**src/rtl/i2c_poll_sequencer.sv**
```systemverilog
// Periodic I2C poll sequencer: sweeps the enabled channels through one shared
// master and keeps the latest read result plus valid/error status per channel.
module i2c_poll_sequencer #(
  parameter int                  NUM_CH      = 8,
  parameter int                  DATA_W      = 8,
  parameter logic [7*NUM_CH-1:0] ADDR_TABLE  = {7'h47, 7'h46, 7'h45, 7'h44,
                                               7'h4B, 7'h4A, 7'h49, 7'h48},
  parameter int                  POLL_PERIOD = 1000,
  parameter int                  TIMEOUT     = 100000
) (
  input  logic                     clk,
  input  logic                     rst,
  input  logic                     enable,
  input  logic [NUM_CH-1:0]        ch_mask,
  input  logic                     mst_ready,
  input  logic                     mst_done,
  input  logic                     mst_nack,
  input  logic [15:0]              mst_rdata,
  output logic                     mst_start,
  output logic [6:0]               mst_addr,
  output logic                     mst_rw,
  output logic                     mst_two_bytes,
  output logic [NUM_CH*DATA_W-1:0] ch_data,
  output logic [NUM_CH-1:0]        ch_valid,
  output logic [NUM_CH-1:0]        ch_err,
  output logic                     sweep_done,
  output logic                     busy
);

  localparam int IDX_W = $clog2(NUM_CH + 1);
  localparam int PER_W = $clog2(POLL_PERIOD + 1);
  localparam int TMO_W = $clog2(TIMEOUT + 1);
  localparam logic [IDX_W-1:0] IDX_END  = IDX_W'(NUM_CH);
  localparam logic [PER_W-1:0] PER_LAST = PER_W'(POLL_PERIOD - 1);
  localparam logic [TMO_W-1:0] TMO_LAST = TMO_W'(TIMEOUT - 1);

  typedef enum logic [2:0] {
    S_IDLE,
    S_SCAN,
    S_ISSUE,
    S_XFER,
    S_NEXT
  } state_t;

  state_t              state;
  state_t              state_nxt;
  logic [IDX_W-1:0]    idx;
  logic [PER_W-1:0]    per_cnt;
  logic [TMO_W-1:0]    tmo_cnt;
  logic [NUM_CH-1:0]   mask_lat;
  logic                mask_hit;
  logic [6:0]          addr_sel;
  logic                per_hit;
  logic                tmo_hit;
  logic                scan_end;
  logic [DATA_W-1:0]   rd_sel;
  logic                rdata_unused;

  // Channel lookup by the running index; idx == NUM_CH selects nothing.
  always_comb begin
    mask_hit = 1'b0;
    addr_sel = 7'd0;
    for (int i = 0; i < NUM_CH; i++) begin
      if (idx == IDX_W'(i)) begin
        mask_hit = mask_lat[i];
        addr_sel = ADDR_TABLE[7*i +: 7];
      end
    end
  end

  assign per_hit      = (per_cnt == PER_LAST);
  assign tmo_hit      = (tmo_cnt == TMO_LAST);
  assign scan_end     = (idx == IDX_END);
  // Result is MSB-byte first, so an 8-bit channel keeps the upper byte.
  assign rd_sel       = mst_rdata[15 -: DATA_W];
  assign rdata_unused = ^mst_rdata;

  always_ff @(posedge clk) begin
    if (!rst) state <= S_IDLE;
    else      state <= state_nxt;
  end

  always_comb begin
    state_nxt = state;
    case (state)
      S_IDLE:  if (enable && per_hit) state_nxt = S_SCAN;
      S_SCAN: begin
        if (scan_end)      state_nxt = S_IDLE;
        else if (mask_hit) state_nxt = S_ISSUE;
      end
      S_ISSUE: if (mst_ready) state_nxt = S_XFER;
      S_XFER:  if (mst_done || tmo_hit) state_nxt = S_NEXT;
      S_NEXT:  state_nxt = enable ? S_SCAN : S_IDLE;
      default: state_nxt = S_IDLE;
    endcase
  end

  always_comb begin
    busy   = (state != S_IDLE);
    mst_rw = busy;
  end

  assign mst_two_bytes = (DATA_W == 16);

  // Sequencing control: period/timeout counters, channel index, master request.
  always_ff @(posedge clk) begin
    if (!rst) begin
      per_cnt    <= '0;
      tmo_cnt    <= '0;
      idx        <= '0;
      mask_lat   <= '0;
      mst_start  <= 1'b0;
      mst_addr   <= '0;
      sweep_done <= 1'b0;
    end else begin
      mst_start  <= (state == S_ISSUE) && mst_ready;
      sweep_done <= (state == S_SCAN) && scan_end;
      tmo_cnt    <= (state == S_XFER) ? tmo_cnt + 1'b1 : '0;
      if ((state == S_IDLE) && enable && !per_hit) per_cnt <= per_cnt + 1'b1;
      else                                         per_cnt <= '0;
      case (state)
        S_IDLE: begin
          if (enable && per_hit) begin
            mask_lat <= ch_mask;
            idx      <= '0;
          end
        end
        S_SCAN: begin
          if (!scan_end) begin
            if (mask_hit) mst_addr <= addr_sel;
            else          idx      <= idx + 1'b1;
          end
        end
        S_NEXT:  idx <= idx + 1'b1;
        default: ;
      endcase
    end
  end

  // Result capture: a completion in the timeout cycle still counts as a read.
  always_ff @(posedge clk) begin
    if (!rst) begin
      ch_data  <= '0;
      ch_valid <= '0;
      ch_err   <= '0;
    end else if ((state == S_XFER) && (mst_done || tmo_hit)) begin
      for (int i = 0; i < NUM_CH; i++) begin
        if (idx == IDX_W'(i)) begin
          if (mst_done && !mst_nack) begin
            ch_data[DATA_W*i +: DATA_W] <= rd_sel;
            ch_valid[i]                 <= 1'b1;
            ch_err[i]                   <= 1'b0;
          end else begin
            ch_valid[i] <= 1'b0;
            ch_err[i]   <= 1'b1;
          end
        end
      end
    end
  end

endmodule

```
**config.mk**
```make
export PLATFORM = sky130hd
export DESIGN_NAME = i2c_poll_sequencer
export DESIGN_NICKNAME = d
export VERILOG_FILES = /design/src/rtl/i2c_poll_sequencer.sv
export SDC_FILE = /design/constraint.sdc
export NUM_CORES = 1
export LEC_CHECK = 0
export CORE_MARGIN = 10
export CORE_UTILIZATION = 35
export DETAILED_ROUTE_END_ITERATION = 12
export GPL_ROUTABILITY_DRIVEN = 0
export PLACE_DENSITY = 0.69
export SLEW_MARGIN = 40
export SYNTH_ARGS = -nofsm -noshare
export SYNTH_HDL_FRONTEND = slang
export SYNTH_SLANG_ARGS = --single-unit
export TNS_END_PERCENT = 50
```
**constraint.sdc**
```tcl
create_clock -name clk -period 3.9 [get_ports clk]
set_input_delay 0.78 -clock clk [delete_from_list [all_inputs] [get_ports clk]]
set_output_delay 0.78 -clock clk [all_outputs]
set_load 0.1 [all_outputs]
```
==> summary.md <==
| Metric | Value |
|---|---|
| Status | finished, final reports clean |
| CP Cell Sequence | nor3_1 > inv_1 > buf_2 |
| # resized after CTS | 0 |
| Nets | approximately 750 |
| Max Freq | around 400 MHz |
| Top cell type's share of synthesized area | 0.479 |
| Post-CTS Setup Bufs | 0 |
| Post-synth top cells | nand2_1, dfxtp_1, a21boi_1, nor2_1, a21oi_1 |
| Worst-path clk slew | about 0.06 ns |
| Reg2Reg Depth | 7 |
| Final Hold Viols | 0 |
| CP Buf/Inv Count | 2 |
| Final Cycle Share | 0.656 |
| Slew Viols, Final | 0 |
| Top-count cell post-synth | nand2_1 |
| Clock skew | between 0.007 and 0.008 ns |
| Met2 WL | 6510 µm |
| Kind of start point of the critical path | flop |
| Top Metal Used | met4 |
| Synth async-reset ratio | 0 |
| Total grt overflow | 0 |
| Power per cell area | 424 nW/µm² |
| Largest net degree at the start of global routing | 91 |
| Row cnt | between 40 and 50 |
| Leakage power | 2.60 nW |
| Root buffer cell | clkbuf_16 |
| Drt wl/cell | approximately 15 µm |
| Minimum clock period | 2.56 ns |
| H-tree depth | 4 |
| Area leader, netlist | dfxtp_1 |
| Met1 wire length | between 6000 and 7000 µm |
| Drt first pass iters | 4 |
| Chip width | 144 µm |
| Total number of yosys warnings | 0 |
| GRT Overall Usage | 0.134 |
| Post-synthesis sequential area ratio | 0.479 |
| Max VDD drop | 0.279 mV |
| #FFs+latches synth | 129 |
| Final ANT Viol Nets | 0 |
| DRC Markers | 0 |
| First-pass GRT wire length | between 20000 and 25000 µm |
| # IOs | around 120 |
| Later-pin clock latency in the skew report | 0.41 ns |
| Maximum Capacitance Violations | 0 |
| Clk buf depth | 2 |
| Clock Sink Count | 129 |
| Ys flop type | dfxtp_1 |
| Initial Util | 0.356 |
| Critical setup path kind | flop to output port |
| Number of I/O port buffers | 110 |
| Cts-stage hold buffer count | 0 |
| CP peak stage delay | about 0.52 ns |
| Die Y | 144 µm |
| Setup TNS | 0 ns |
| Fillcell total | 1487 |
| Slew of the pin with the lowest slew margin | ~0.77 ns |
| Worst path depth | 3 |
| WP data required | 3.12 ns |
| Avg Inst Size Synth | 8.64 µm² |
| Worst hold path type | flop to flop |
| Worst Path Arrival | 1.78 ns |
| Via-per-instance ratio | approximately 4.8 |
| Die area | 20800 µm² |
| Met3 routed WL | 925 µm |
| Area Growth Syn to Fin | 22.0% |
| Slew HR | 0.489 |
| CTS tree | yes |
| DPL Wire Length | 10100 µm |
| Synthesized area | 5390 µm² |
| Vias in the first global route | 4136 |
| Worst setup EP type | output port |
| Delay-heaviest family, CP | simple AND/OR/NAND/NOR gates |
| Synth cell types | about 50 |
| Hold path depth | 2 |
| RSZ-0062 raised after global routing | no |
| Max stage delay cell, worst path | nor3_1 |
| Diodes inserted | 0 |
| Power, Total | about 2.8 mW |
| Layout cells sized above 1 | 0.181 |
| Synth Instances | 624 |
| Final setup violation count | 0 |
| Vias | approximately 4.4k |
| Max Fanout on Critical Path | 14 |
| Top cells by area, synth | dfxtp_1, nand2_1, a21boi_1, nor2_1, buf_4 |
| Core box area | 15100 µm² |
| EDFF count, synth | 0 |
| DRT Wirelength | roughly 14000 µm |
| TritonCTS buffer count | 17 |
| DRT iter0 DRCs | between 300 and 400 |
| Initial antenna violation count | 0 |
## worst paths after layout
kind                     from     endpoint  slack (ns)
hold / removal    ch_data[50]  ch_data[50]        0.45
hold reg to reg   ch_data[50]  ch_data[50]        0.45
setup reg to reg       idx[0]  mst_addr[3]        1.52
setup / recovery     state[0]         busy        1.34
## power by group
group | internal [mW] | switching (mW) | total (mW)
Combinational | 0.0342 | 0.0500 | 0.0842
Sequential | 1.32 | 0.000841 | 1.32
Clock | 0.823 | 0.560 | 1.38
## per-stage QoR
step           hold WS [ns]  instance area (µm²)   util  cells  setup WS [ns]
2_1_floorplan         0.418                 5400      -    626           1.56
3_3_place_gp          0.431                 6500  0.429    886           1.06
3_5_place_dp          0.443                 6060  0.400    886           1.34
4_1_cts               0.450                 6580  0.434    917           1.33
5_1_grt               0.468                 6580  0.434    917           1.18
6_report              0.446                 6580  0.434    917           1.34
## state kept, by name, indices dropped and copies added (netlist names)
register and cells:
ch_data 64, tmo_cnt 17, per_cnt 10, ch_err 8, ch_valid 8, mask_lat 8, mst_addr 5, idx 4
state 3, mst_start 1, sweep_done 1
## cell usage in the layout, fill, tap and decap left out, types with 6 or more instances in the layout
master / count
nand2_1: 159
o21ai_1: 8
a21boi_1: 65
dfxtp_1: 129
clkbuf_16: 17
xnor2_1: 9
inv_1: 7
nor2_1: 48
xor2_1: 11
buf_2: 90
nand3_1: 14
clkdlybuf4s50_1: 20
o21ai_0: 7
a31oi_1: 10
nor2b_1: 14
a21oi_1: 21
mux2i_1: 12
nand4_1: 6
ha_1: 6
and2_1: 8
## worst register-to-register path, cell delays in order, from the launching register on
cell and delay, ns:
dfxtp_1 0.43, ha_1 0.57, nor2_1 0.15, a211oi_4 0.29, a21oi_2 0.13, nor3_4 0.38, nand2_1 0.16, o211a_1 0.16
## cell families (layout without fill, tap and decap cells)
family	after synthesis	after routing	synth area share
simple gates	288	288	0.247
flops	129	129	0.479
compound gates	121	121	0.156
buf+inv	47	150	0.0485
xor+xnor	20	20	0.0325
mux	12	12	0.0223
fa+ha+maj	6	6	0.0139
other cells	1	3	0.000696
## cell type report
class / instances / area, µm² / share of cell area
Inverter: 8 / 30.0 / 0.00457
Multi-Input combinational cell: 450 / 2550 / 0.388
Tap cell: 188 / 235 / 0.0358
Clock buffer: 22 / 454 / 0.0691
Timing Repair Buffer: 111 / 658 / 0.100
Sequential cell: 129 / 2580 / 0.393
Clock inverter: 9 / 62.6 / 0.00951
## per-layer routing
| layer | up-vias | track usage |
|---|---|---|
| met5 | - | 0 |
| met4 | 0 | 0.0516 |
| met3 | 19 | 0.0472 |
| met2 | 87 | 0.212 |
| met1 | 2037 | 0.162 |
| li1 | 2264 | - |
Note: power is estimated with default switching activity, not from simulation.
